## src/rtl/cpu_bp_pkg.sv

```systemverilog
// Shared branch-prediction constants: PF state encoding, reset/exception vectors
// and the BHT/BTB index and tag widths used by the predictor blocks.
package cpu_bp_pkg;

    localparam logic [0:0] PF_RUN  = 1'b0;
    localparam logic [0:0] PF_SLOT = 1'b1;

    localparam logic [31:0] CPU_RESET_PC  = 32'hBFC0_0000;
    localparam logic [31:0] CPU_EXC_ENTRY = 32'hBFC0_0380;

    localparam int BHT_IDX_W = 8;
    localparam int BTB_IDX_W = 7;
    localparam int BTB_TAG_W = 23;

    typedef struct packed {
        logic        taken;
        logic [31:0] target;
    } pf_pred_t;

    function automatic logic [31:0] seq_pc(input logic [31:0] pc);
        return pc + 32'd4;
    endfunction

endpackage

```

## src/rtl/pf_redirect_mux.sv

```systemverilog
// Priority select of the next fetch PC: exception, then ERET, then EX redirect,
// otherwise the sequential/predicted PC chosen by the PF state machine.
module pf_redirect_mux
    import cpu_bp_pkg::*;
#(
    parameter logic [31:0] EXC_ENTRY = CPU_EXC_ENTRY
) (
    input  logic        wb_exc_i,
    input  logic        wb_eret_i,
    input  logic        ex_redirect_i,
    input  logic [31:0] wb_epc_i,
    input  logic [31:0] ex_redirect_pc_i,
    input  logic [31:0] seq_pc_i,
    output logic        flush_o,
    output logic [31:0] next_pc_o
);

    assign flush_o = wb_exc_i | wb_eret_i | ex_redirect_i;

    always_comb begin
        next_pc_o = seq_pc_i;
        if (wb_exc_i) begin
            next_pc_o = EXC_ENTRY;
        end else if (wb_eret_i) begin
            next_pc_o = wb_epc_i;
        end else if (ex_redirect_i) begin
            next_pc_o = ex_redirect_pc_i;
        end
    end

endmodule

```

## src/rtl/pf_next_pc.sv

```systemverilog
// Pre-fetch stage: owns the fetch PC, sequences MIPS delay slots around taken
// predictions and applies flushes. Optional stat counters under PF_BP_STAT_EN.
module pf_next_pc
    import cpu_bp_pkg::*;
#(
    parameter logic [31:0] RESET_PC  = CPU_RESET_PC,
    parameter logic [31:0] EXC_ENTRY = CPU_EXC_ENTRY
) (
    input  logic                 clk,
    input  logic                 resetn,
    output logic [BHT_IDX_W-1:0] bht_index,
    output logic [BTB_IDX_W-1:0] btb_index,
    output logic [BTB_TAG_W-1:0] btb_tag,
    output logic [31:0]          btb_pc,
    input  logic                 bp_taken,
    input  logic [31:0]          bp_target,
    input  logic                 if_allowin,
    output logic                 pf_valid,
    output logic [31:0]          pf_pc,
    output logic                 pf_pred_taken,
    output logic [31:0]          pf_pred_target,
    input  logic                 ex_redirect,
    input  logic [31:0]          ex_redirect_pc,
    input  logic                 wb_exc,
    input  logic                 wb_eret,
    input  logic [31:0]          wb_epc
`ifdef PF_BP_STAT_EN
    ,
    output logic [31:0]          stat_pred_taken,
    output logic [31:0]          stat_redirect
`endif
);

    logic [31:0] pc_q, pc_d;
    logic [0:0]  state_q, state_d;
    logic        valid_q, valid_d;
    logic [31:0] held_target_q, held_target_d;
    logic        hold_q, hold_d;
    pf_pred_t    hold_pred_q, hold_pred_d;

    logic [31:0] pc_plus4, pc_plus8, seq_next;
    logic        live_taken, accept, flush;
    pf_pred_t    live_pred, cur_pred;

    assign pc_plus4  = seq_pc(pc_q);
    assign pc_plus8  = pc_q + 32'd8;
    assign bht_index = pc_q[9:2];
    assign btb_index = pc_q[8:2];
    assign btb_tag   = pc_q[31:9];
    assign btb_pc    = pc_q;

    // A "taken" answer pointing at pc+4 is a BTB miss in disguise, not a branch.
    assign live_taken = (state_q == PF_RUN) && bp_taken && (bp_target != pc_plus4);

    always_comb begin
        live_pred.taken  = live_taken;
        live_pred.target = live_taken ? bp_target : pc_plus8;
    end

    // Once a PC stalls, the prediction shown with it is frozen until accepted.
    assign cur_pred = hold_q ? hold_pred_q : live_pred;
    assign accept   = valid_q && if_allowin;

    assign pf_valid       = valid_q;
    assign pf_pc          = pc_q;
    assign pf_pred_taken  = valid_q && cur_pred.taken;
    assign pf_pred_target = valid_q ? cur_pred.target : 32'd0;

    always_comb begin
        seq_next = pc_q;
        if (accept) begin
            seq_next = (state_q == PF_SLOT) ? held_target_q : pc_plus4;
        end
    end

    pf_redirect_mux #(
        .EXC_ENTRY(EXC_ENTRY)
    ) u_redirect_mux (
        .wb_exc_i        (wb_exc),
        .wb_eret_i       (wb_eret),
        .ex_redirect_i   (ex_redirect),
        .wb_epc_i        (wb_epc),
        .ex_redirect_pc_i(ex_redirect_pc),
        .seq_pc_i        (seq_next),
        .flush_o         (flush),
        .next_pc_o       (pc_d)
    );

    always_comb begin
        state_d       = state_q;
        held_target_d = held_target_q;
        hold_d        = hold_q;
        hold_pred_d   = hold_q ? hold_pred_q : live_pred;
        valid_d       = !flush;
        if (flush) begin
            state_d       = PF_RUN;
            held_target_d = 32'd0;
            hold_d        = 1'b0;
        end else if (accept) begin
            hold_d = 1'b0;
            if (state_q == PF_SLOT) begin
                state_d = PF_RUN;
            end else if (cur_pred.taken) begin
                state_d       = PF_SLOT;
                held_target_d = cur_pred.target;
            end
        end else if (valid_q) begin
            hold_d = 1'b1;
        end
    end

    always_ff @(posedge clk) begin
        if (!resetn) begin
            pc_q          <= RESET_PC;
            state_q       <= PF_RUN;
            valid_q       <= 1'b0;
            held_target_q <= 32'd0;
            hold_q        <= 1'b0;
            hold_pred_q   <= '0;
        end else begin
            pc_q          <= pc_d;
            state_q       <= state_d;
            valid_q       <= valid_d;
            held_target_q <= held_target_d;
            hold_q        <= hold_d;
            hold_pred_q   <= hold_pred_d;
        end
    end

`ifdef PF_BP_STAT_EN
    logic [31:0] pred_taken_cnt_q, redirect_cnt_q;

    always_ff @(posedge clk) begin
        if (!resetn) begin
            pred_taken_cnt_q <= 32'd0;
            redirect_cnt_q   <= 32'd0;
        end else begin
            if (accept && cur_pred.taken && !flush && (pred_taken_cnt_q != 32'hFFFF_FFFF)) begin
                pred_taken_cnt_q <= pred_taken_cnt_q + 32'd1;
            end
            if (ex_redirect && (redirect_cnt_q != 32'hFFFF_FFFF)) begin
                redirect_cnt_q <= redirect_cnt_q + 32'd1;
            end
        end
    end

    assign stat_pred_taken = pred_taken_cnt_q;
    assign stat_redirect   = redirect_cnt_q;
`endif

endmodule

```

## config.mk

```make
export PLATFORM = sky130hd
export DESIGN_NAME = pf_next_pc
export DESIGN_NICKNAME = d
export VERILOG_FILES = /design/src/rtl/cpu_bp_pkg.sv /design/src/rtl/pf_redirect_mux.sv /design/src/rtl/pf_next_pc.sv
export SDC_FILE = /design/constraint.sdc
export NUM_CORES = 1
export LEC_CHECK = 0
export BUFFER_PORTS_ARGS = -buffer_cell sky130_fd_sc_hd__buf_4
export CORE_MARGIN = 2
export CORE_UTILIZATION = 30
export CTS_BUF_LIST = sky130_fd_sc_hd__clkbuf_8 sky130_fd_sc_hd__clkbuf_16
export DETAILED_ROUTE_END_ITERATION = 7
export GPL_TIMING_DRIVEN = 0
export HOLD_SLACK_MARGIN = 0.05
export SYNTH_ARGS = -nofsm -noshare
export SYNTH_HDL_FRONTEND = slang
export SYNTH_SLANG_ARGS = --single-unit
```

## constraint.sdc

```tcl
create_clock -name clk -period 9.62 [get_ports clk]
set_input_delay 0.481 -clock clk [delete_from_list [all_inputs] [get_ports clk]]
set_output_delay 0.481 -clock clk [all_outputs]
set_load 0.05 [all_outputs]
```

==> impl_metrics.toml <==
[placement]
dpl_worst_slack_ps = 3690
hpwlAfterDp_um = 29900
gp_congestion = 0.953
port_buffers = 237
dp.cells = 1663
placed_area_um2 = 10500

[power_and_ir_drop]
combinationalPowerShare_pct = 30.4
swShare_pct = 35.3
p_seq_share_pct = 36.6
pwr-share-clk_pct = 33.0
powerDensity_nw_per_um2 = 112
p_int_w = 0.000786
p_sw_w = 0.000428
p_leak_nw = 4.65
vdd_drop_max_v = 0.0000865

[clock_network]
clock-root-buffer = "clkbuf_16"
cts_hold_buffers = 0
cts.htree.levels = 3
clk_pin_slew_ps = 70
clock_path_buffers = 2
cts_tree = "done"
cts_buffers = 9
clk_latency_ps = 370
cts_setup_buffers = 0
ctsResizeCount = 0
cts.sinks = 100

[detailed_routing]
drc = 0
drt_pass1_iterations = 5
totalWireLength_um = 37300
num_vias = 9186
postRouteAntennaNets = 0
drt_iter0_markers = 925
wire_per_inst_um = 22.2
vias_per_cell = 5.47

[logic_synthesis]
syn_avg_cell_area_um2 = 7.63
seq_area_frac_synth_pct = 24.2
synth.distinct_cells = 68
synthDominantCellAreaShare_pct = 24.2
yosysMostFrequentCell = "dfxtp_1"
synth_ff_type = "dfxtp_1"
syn_area_um2 = 8280
synthTopCellsByCount = "100 x dfxtp_1, 91 x nand2_1, 89 x nor2_1"
ys_top_cells_by_area = "dfxtp_1 24%, buf_4 6.9%, mux2i_1 4.8%"
ys_seq_elements = 100
synth_warnings = 0
syn-instance-count = 1085
syn_nets = 1190
synth_edf_count = 0
synth_top_area_cell = "dfxtp_1"
synth-async-reset-ratio_pct = 0

[layout]
areaGrowthSynthToFinish_pct = 30.5
drive_gt1_share_pct = 26.8
nets = 1438
fillers = 2837
diodes = 0
final_cell_area_um2 = 10800
stdcell_count = 1679

[worst_setup_path]
r2r_slack_ps = 4180
r2r_cells = 13
critPathSlowestCell = "nor4_1"
start_kind = "flop"
r2r_start = "btb_pc[3]"
worstReg2RegEnd = "held_target_q[5]"
cp_max_fo = 10
critPathKind = "reg2out"
cp_data_required_time_ps = 9140
arrival_ps = 5890
cp_cell_sequence = "ha_1, nand4_4, nor4_1, nand2_1, xnor3_1, or4_1, or4_1, buf_2, buf_6, buf_2, mux2i_1, o2111ai_1, and2_1, buf_4"
cpPeakStageDelay_ps = 1160
endpoint_kind = "primary output"

[grt]
antenna_found_initial = 1
gr-total-overflow = 0
grt_usage_pct = 25.4
grt_pass1_wl_um = 55100
grt_pass1_vias = 8513
grt_max_degree = 17

[sta]
fin_tns_setup_ps = 0
layout_min_cycle_time_ps = 6370
fmax_ghz = 0.157
worst_pin_slew_ps = 1350
fin_crit_sh_pct = 66.2
final-setup-viol-count = 0
skew_ps = 11.2
timing.final.max_slew_violations = 0
hold_violations = 0
worst_slack_ps = 3250
rsz0062_at_grt = "no"
max_slew_margin_pct = 9.21

[flow_run]
drv_cap = 0

[hold_path]
min_from = "wb_epc[3]"
hold_path_depth = 3
hp-class = "in2reg"
holdPathEnd = "btb_pc[3]"

[floorplan]
io_pins = 239
coreArea_um2 = 27000
die_w_um = 170
die_area_um2 = 28900
fp.dieH_um = 170
rows = 60
start_util_pct = 30.6

[status]
status = "finished clean"
-- per-stage QoR --
stage / utilization, % / hold WS [ps] / total power (W)
finish: 40.0 / 370 / 0.00121
CTS: 39.9 / 365 / 0.00121
global route: 40.0 / 385 / 0.00126
detailed placement: 38.8 / 491 / 0.000819
floorplan: - / 471 / 0.000686
global placement: 38.8 / 495 / 0.000818
-- sequential cells by signal (all words and copies together), names as in the netlist, named ones only --
| register | cells |
|---|---|
| state_q | 1 |
| hold_pred_q | 33 |
| btb_pc | 30 |
| held_target_q | 32 |
| hold_q | 1 |
| pf_valid | 1 |
-- cells in the final DEF, fill, tap and decap left out, types with 4 or more instances in the layout --
master	instances
o21ai_0	42
clkbuf_1	80
and2_1	15
o211ai_1	22
a21o_1	4
nor3b_1	6
or4_1	9
o22ai_1	19
nand2_1	91
o2111ai_1	7
o211a_1	8
xnor2_1	44
nor2b_1	63
or3_1	26
nor2_1	89
o21a_1	4
inv_1	11
xor2_1	31
clkbuf_16	9
dfxtp_1	100
a211oi_1	37
nand4_1	14
nand3b_1	17
buf_2	7
buf_4	313
nor3_1	29
a22o_1	16
nor4_1	12
nand3_1	11
a221oi_2	4
and3_1	18
mux2i_1	40
a21oi_1	61
nand2b_1	14
-- power by group through the flow --
stage	registers, W	clock network [W]	logic (W)
6_report	0.000444	0.000400	0.000369
5_1_grt	0.000446	0.000416	0.000393
3_5_place_dp	0.000454	0	0.000365
3_3_place_gp	0.000454	0	0.000364
2_1_floorplan	0.000472	0	0.000215
4_1_cts	0.000444	0.000402	0.000366
-- worst max-delay path, delay by kind of cell, from the launching register on --
family                     cells  cell delay, ps
AOI/OAI and AO/OA              1             340
DFF                            1             580
adders and majority gates      1             360
and+or+nand+nor                6            2940
muxes                          1             190
xor gates and xnor gates       1             300
buffers and inverters          4             800
-- per-layer routing --
layer | GRT usage, % | wire (µm) | vias up
li1 | - | - | 4307
met1 | 35.1 | 16300 | 4335
met2 | 40.9 | 17000 | 489
met3 | 3.79 | 3200 | 55
met4 | 7.21 | 845 | 0
met5 | 0 | 0 | -
-- worst max-delay path by stage --
stage               from                  to  cells after the start
3_5_place_dp   btb_pc[3]  pf_pred_target[20]                     12
5_1_grt        btb_pc[3]   pf_pred_target[6]                     14
3_3_place_gp   btb_pc[3]  pf_pred_target[20]                     12
4_1_cts        btb_pc[3]  pf_pred_target[20]                     12
2_1_floorplan  btb_pc[4]  pf_pred_target[14]                     13
6_report       btb_pc[3]   pf_pred_target[5]                     14
-- final cells by class --
| type | instances | area, µm² | share of cell area [%] |
|---|---|---|---|
| Tap cell | 341 | 427 | 3.95 |
| Clock inverter | 5 | 58.8 | 0.545 |
| Buffer | 166 | 925 | 8.56 |
| Multi-Input combinational cell | 807 | 5310 | 49.2 |
| Timing Repair Buffer | 237 | 1780 | 16.5 |
| Clock buffer | 11 | 253 | 2.34 |
| Sequential cell | 100 | 2000 | 18.5 |
| Inverter | 12 | 45.0 | 0.417 |
-- cells by family after synthesis --
group,count (synthesis),share of synthesized area (%)
simple gates,430,28.0
xor+xnor,80,9.33
flops,100,24.2
buf+inv,178,11.7
mux,41,4.97
fa+ha+maj,2,0.302
compound gates,254,21.5
Power figures use the tool's default switching activity.
